==> config.mk <==
export PLATFORM = sky130hd
export DESIGN_NAME = multdiv_issue_ctrl
export DESIGN_NICKNAME = d
export VERILOG_FILES = /design/src/rtl/multdiv_issue_ctrl.sv
export SDC_FILE = /design/constraint.sdc
export NUM_CORES = 1
export LEC_CHECK = 0
export CAP_MARGIN = 20
export CORE_MARGIN = 10
export CORE_UTILIZATION = 25
export CTS_CLUSTER_DIAMETER = 200
export DETAILED_ROUTE_END_ITERATION = 10
export GPL_ROUTABILITY_DRIVEN = 0
export SLEW_MARGIN = 30
export SYNTH_ARGS = -nofsm -noshare
export SYNTH_HDL_FRONTEND = slang
export SYNTH_SLANG_ARGS = --single-unit
==> constraint.sdc <==
create_clock -name clock -period 3.8 [get_ports clock]
set_input_delay 0.76 -clock clock [delete_from_list [all_inputs] [get_ports clock]]
set_output_delay 0.76 -clock clock [all_outputs]
set_load 0.005 [all_outputs]
==> src/rtl/multdiv_issue_ctrl.sv <==
// multdiv_issue_ctrl: holds one MULT/DIV in execute, pulses multdiv once, writes back the result or an exception code.
// Latency: start pulse in the cycle after accept; write-back beat one cycle after data_resultRDY or after TIMEOUT wait cycles.
// Backpressure: stall freezes execute from accept through WAIT and drops in DONE so the instruction retires on that edge.
module multdiv_issue_ctrl #(
  parameter int          TIMEOUT       = 40,
  parameter logic [4:0]  RSTATUS_REG   = 5'd30,
  parameter logic [31:0] MULT_EXC_CODE = 32'd4,
  parameter logic [31:0] DIV_EXC_CODE  = 32'd5
) (
  input  logic        clock,
  input  logic        reset,
  input  logic        req_valid,
  input  logic        req_is_mult,
  input  logic        req_is_div,
  input  logic [31:0] req_operandA,
  input  logic [31:0] req_operandB,
  input  logic [4:0]  req_rd,
  input  logic        flush,
  output logic        stall,
  output logic        busy,
  output logic [31:0] md_operandA,
  output logic [31:0] md_operandB,
  output logic        md_ctrl_MULT,
  output logic        md_ctrl_DIV,
  input  logic [31:0] md_result,
  input  logic        md_exception,
  input  logic        md_resultRDY,
  output logic        wb_valid,
  output logic [4:0]  wb_rd,
  output logic [31:0] wb_data,
  output logic        wb_exception,
  output logic        err_timeout
);

  localparam int CW = $clog2(TIMEOUT + 1);

  typedef enum logic [1:0] {S_IDLE, S_ISSUE, S_WAIT, S_DONE} state_t;

  // Latched instruction context (op type and destination).
  typedef struct packed {
    logic       is_mult;
    logic [4:0] rd;
  } op_t;

  // Write-back beat contents.
  typedef struct packed {
    logic [4:0]  rd;
    logic [31:0] data;
    logic        exc;
  } wb_t;

  state_t        state, state_nxt;
  logic [CW-1:0] wait_cnt;
  op_t           op_q;
  wb_t           wb_q;
  logic          accept;
  logic          timeout_hit;
  logic          capture;
  logic [31:0]   exc_code;

  // A request is taken only from IDLE; flush in IDLE blocks it.
  assign accept      = (state == S_IDLE) & req_valid & (req_is_mult | req_is_div) & ~flush;
  // Last allowed WAIT cycle without resultRDY forces completion.
  assign timeout_hit = (state == S_WAIT) & ~md_resultRDY & (wait_cnt == CW'(TIMEOUT - 1));
  // Leaving WAIT towards DONE (flush has priority over completion).
  assign capture     = (state == S_WAIT) & ~flush & (md_resultRDY | timeout_hit);
  assign exc_code    = op_q.is_mult ? MULT_EXC_CODE : DIV_EXC_CODE;

  assign wb_rd        = wb_q.rd;
  assign wb_data      = wb_q.data;
  assign wb_exception = wb_q.exc;

  // State register.
  always_ff @(posedge clock) begin
    if (reset) state <= S_IDLE;
    else       state <= state_nxt;
  end

  // Next-state and combinational outputs.
  always_comb begin
    state_nxt = state;
    stall     = 1'b0;
    busy      = 1'b1;
    wb_valid  = 1'b0;
    case (state)
      S_IDLE: begin
        busy  = 1'b0;
        stall = accept;
        if (accept) state_nxt = S_ISSUE;
      end
      S_ISSUE: begin
        // resultRDY here still belongs to the previous operation.
        stall     = 1'b1;
        state_nxt = flush ? S_IDLE : S_WAIT;
      end
      S_WAIT: begin
        stall = 1'b1;
        if (flush)        state_nxt = S_IDLE;
        else if (capture) state_nxt = S_DONE;
      end
      S_DONE: begin
        wb_valid  = ~flush;
        state_nxt = S_IDLE;
      end
      default: state_nxt = S_IDLE;
    endcase
  end

  // Operand/op latch on accept and the one-cycle start pulse; MULT wins if both op bits are set.
  always_ff @(posedge clock) begin
    if (reset) begin
      md_operandA  <= '0;
      md_operandB  <= '0;
      md_ctrl_MULT <= 1'b0;
      md_ctrl_DIV  <= 1'b0;
      op_q         <= '0;
    end else begin
      md_ctrl_MULT <= accept & req_is_mult;
      md_ctrl_DIV  <= accept & ~req_is_mult;
      if (accept) begin
        md_operandA  <= req_operandA;
        md_operandB  <= req_operandB;
        op_q.is_mult <= req_is_mult;
        op_q.rd      <= req_rd;
      end
    end
  end

  // Wait counter: cleared in ISSUE, counts every WAIT cycle.
  always_ff @(posedge clock) begin
    if (reset)                  wait_cnt <= '0;
    else if (state == S_ISSUE)  wait_cnt <= '0;
    else if (state == S_WAIT)   wait_cnt <= wait_cnt + 1'b1;
  end

  // Write-back capture and sticky timeout flag.
  always_ff @(posedge clock) begin
    if (reset) begin
      wb_q        <= '0;
      err_timeout <= 1'b0;
    end else if (capture) begin
      if (md_resultRDY && !md_exception) begin
        wb_q.rd   <= op_q.rd;
        wb_q.data <= md_result;
        wb_q.exc  <= 1'b0;
      end else begin
        wb_q.rd   <= RSTATUS_REG;
        wb_q.data <= exc_code;
        wb_q.exc  <= 1'b1;
      end
      if (timeout_hit) err_timeout <= 1'b1;
    end
  end

endmodule

* Word-level counts from Yosys, hierarchy flattened
Index checks and enable logic that the tools add are counted.
** Operators by class
- Reductions and logical operators :: 7
- Mux-type cells :: 10
- Equality and inequality tests :: 6
- Bitwise operators :: 14
- Add/subtract/negate cells :: 1
** Operator list (number)
- two-way mux 38 bit :: 1
- bitwise AND 1 bit :: 9
- two-way mux 2 bit :: 4
- case mux 2 bit (4 select lines) :: 1
- adder 6 x 1 -> 6 bit (second input constant) :: 1
- == test 6 bit (second input constant) :: 1
- == test 2 bit (second input constant) :: 2
- AND reduction 2 bit :: 2
- OR reduction 2 bit :: 2
- two-way mux 1 bit :: 3
- != test 3 bit (second input constant) :: 1
- inverter 1 bit :: 3
- == test 2 x 1 -> 1 bit (second input constant) :: 1
- logical NOT 2 bit :: 1
- != test 2 bit (second input constant) :: 1
- OR 1 bit :: 2
- case mux 1 bit (2 select lines) :: 1
- logical AND 1 bit :: 1
- logical NOT 1 bit :: 1
** Storage, ports and cells
- Input port bits :: 109
- Output and inout bits :: 108
- Logic and storage cells :: 50
- Register bits :: 119

* Logic depth before layout (Yosys ltp)
- Depth in word-level cells :: 8
- Depth in mapped cells :: 8
- Mapped depth without buffers :: 6

* Worst setup path before layout
Ideal clock, no wire load.
- Path kind :: input-to-output
- Start :: in req_is_mult
- End :: out stall
- Slack :: 1.590 ns
- Stages :: 5
- Data required time :: 3.040 ns
- Arrival time :: 1.450 ns
- Buffers on the path :: 1
- Path through :: nor2_1 -> nor3_4 -> buf_2 -> nor2_1 -> nor2_1
** Between the ends
- Longest elaborated chain between the ends :: 4
** Ends and longest elaborated chain
- start, declared :: RTL line 13 : input logic req_is_mult,
- OR 1 bit :: RTL line 62 : assign accept = (state == S_IDLE) & req_valid & (req_is_mult | req_is_div) & ~flush;
- bitwise AND 1 bit (2 in a row) :: RTL line 62
- case mux 1 bit (2 select lines) :: RTL line 85 : case (state)
- end, declared :: RTL line 19 : output logic stall,
No other way between the ends.

* Final worst setup path
Same ends and word-level chain as after synthesis.

==> results.tsv <==
metric	value	unit
outcome	complete, no violations	
GRT Total Usage	12.6	%
final setup vio count	0	
critical path buffer and inverter count	2	
most used cell, CP	nor2_1	
synthesized cell area	0.00425	mm²
Crit Path Max Fanout	4	
vias in the first global route	4061	
Die W	150	µm
fin worst setup slack	0.830	ns
post-synthesis register bit count	119	
Hold Violations, Final	0	
Root Driver	clkbuf_16	
CTS H-tree lvls	4	
TNS Setup	0	ns
layout cell share with drive strength beyond 1	6.67	%
CTS tree	built	
Synth area leader	dfxtp_1	
fin crit share	78.2	%
crit path cell chain	clkdlybuf4s50_1 > nor2_1 > nor3_4 > nor2_1 > nor2_1 > clkdlybuf4s50_1	
most common cell after layout, fill and taps aside	clkdlybuf4s50_1	
post-synth top area share	56.0	%
Clock Pin Slew Worst Setup and Hold Paths	0.05	ns
Slowest-stage cell, CP	clkdlybuf4s50_1	
setup repair after global routing missed its margin	false	
# hold bufs at CTS	0	
initial antenna violation count	0	
CP arrival	2.21	ns
gr ovfl total	0	
Peak VDD IR	0.000286	V
Routed Antenna Nets	0	
critical path's largest stage delay	0.52	ns
first-pass GRT wire length	22400	µm
fmax	0.337	GHz
Final min period	2.97	ns
Hold Path Class	reg -> reg	
row cnt	47	
family with the most delay on the worst path	buffers and inverters	
Post CTS Setup Buffer Count	0	
Ports	217	
Syn Nets	587	
Slew @ Worst Pin	0.841	ns
Avg Cell Area, Syn	9.03	µm²
Ys Warns	0	
DRC violations left	0	
post-synthesis sequential area ratio	56.0	%
PortBufs	216	
Core ar.	0.0166	mm²
Critical Path Start Type	primary input	
Post-Route WL	14500	µm
pre-CTS WS	0.743	ns
Area contributors post-synth	dfxtp_1 (56%), nand2_1 (13%), a21oi_1 (9.2%), a22o_1 (6.4%), buf_2 (2.1%)	
TritonCTS Buffers	17	
DIE HEIGHT	150	µm
CP endpoint kind	output pin	
commonest non-fill, non-tap cells in the layout	clkdlybuf4s50_1 (215), nand2_1 (146), dfxtp_1 (119), a21oi_1 (78), a22o_1 (31)	
Crit path required time	3.04	ns
ANT cells	0	
WL/cell	15.9	µm
clock sink count	119	
clk buf depth	2	
Layout area overhead	68.5	%
vias	3971	
DR iter-0 viols	157	
power density cells	469	mW/mm²
Skew-Pair Late Insertion Delay	0.40	ns
Slew HR	43.8	%
Avg Vias per Cell	4.36	
largest net degree at the start of global routing	73	
DP HPWL	10900	µm
Pre-antenna DRT Iters	4	
P_leak	2.58	nW
synthesized instance count	471	
fin nets	793	
max cap viols	0	
initial core utilization	25.6	%
synth unique cells	34	
die area	0.0226	mm²
hold_ws	0.453	ns
Resized cells post-CTS	0	
clock skew	0.00968	ns
Final Slew Violations	0	
Setup CP Type	in -> out	
Layout Utilization	43.1	%
[sequential cells by signal, indices dropped and copies added (netlist names)]
register / count
md_operandA: 32
md_operandB: 32
wb_data: 32
op_q: 6
wait_cnt: 6
wb_rd: 5
state: 2
err_timeout: 1
md_ctrl_DIV: 1
md_ctrl_MULT: 1
wb_exception: 1
[synthesized netlist by cell type, drive strengths merged]
master,n
and2b,1
mux2i,2
nor4b,1
xor2,3
o21a,5
inv,9
o22ai,1
a21oi,79
and3,2
a31oi,1
or3,2
nand2,146
a22o,31
nor3,5
and2,1
o21ai,3
a211oi,3
xnor2,1
nand2b,2
nor2,10
ha,7
clkbuf,9
nor2b,1
buf,24
nand4,1
dfxtp,119
or2,1
a21o,1
[routing by layer]
| metal | global-route usage (%) | vias up | wire length [µm] |
|---|---|---|---|
| met1 | 14.5 | 1833 | 5910 |
| met4 | 4.42 | 0 | 249 |
| met5 | 0 | - | 0 |
| met2 | 20.3 | 137 | 6970 |
| met3 | 5.55 | 17 | 1380 |
| li1 | - | 1984 | - |
[stage by stage]
step	instances	area, µm²	power [mW]
global placement	878	6530	1.70
finish	910	7170	3.36
global route	910	7170	3.51
detailed placement	878	6530	1.70
CTS	910	7160	3.41
floorplan	471	4250	1.48
[kinds of logic (layout without fill, tap and decap cells)]
family	Yosys count	in the layout	synth area share, %
adder cells (fa/ha/maj)	7	7	2.06
AO/OA/AOI/OAI	124	124	18.5
buffers and inverters	42	261	5.21
AND/OR/NAND/NOR	173	173	16.9
multiplexers	2	2	0.471
flip-flops	119	119	56.0
XOR/XNOR	4	4	0.824
[worst min-delay path, stage by stage, from the launching register on]
cell	delay, ns
dfxtp_1	0.30
nand2_1	0.05
a21oi_1	0.05
[final timing paths]
kind | start | end | slack (ns) | depth (start not counted)
min | md_operandA[27]$_SDFFE_PP0N_ | md_operandA[27]$_SDFFE_PP0N_ | 0.45 | 2
max reg2reg | state[0]$_SDFFE_PP0P_ | wb_data[13]$_SDFFE_PP0P_ | 1.53 | 6
min reg2reg | md_operandA[27]$_SDFFE_PP0N_ | md_operandA[27]$_SDFFE_PP0N_ | 0.45 | 2
max | req_is_mult | stall | 0.83 | 6
[report_power, final]
part           switching, mW  internal, mW
Combinational          0.150         0.209
Sequential            0.0235          1.29
Clock                  0.585          1.10
[layout make-up]
cell class / count / area, µm²
timing repair buffer: 220 / 2190
tap: 220 / 275
clock buffer: 17 / 425
fill: 1572 / 9480
sequential: 119 / 2380
clock inverter: 15 / 201
inverter: 9 / 33.8
multi-input combinational: 310 / 1660
Power figures use the tool's default switching activity.
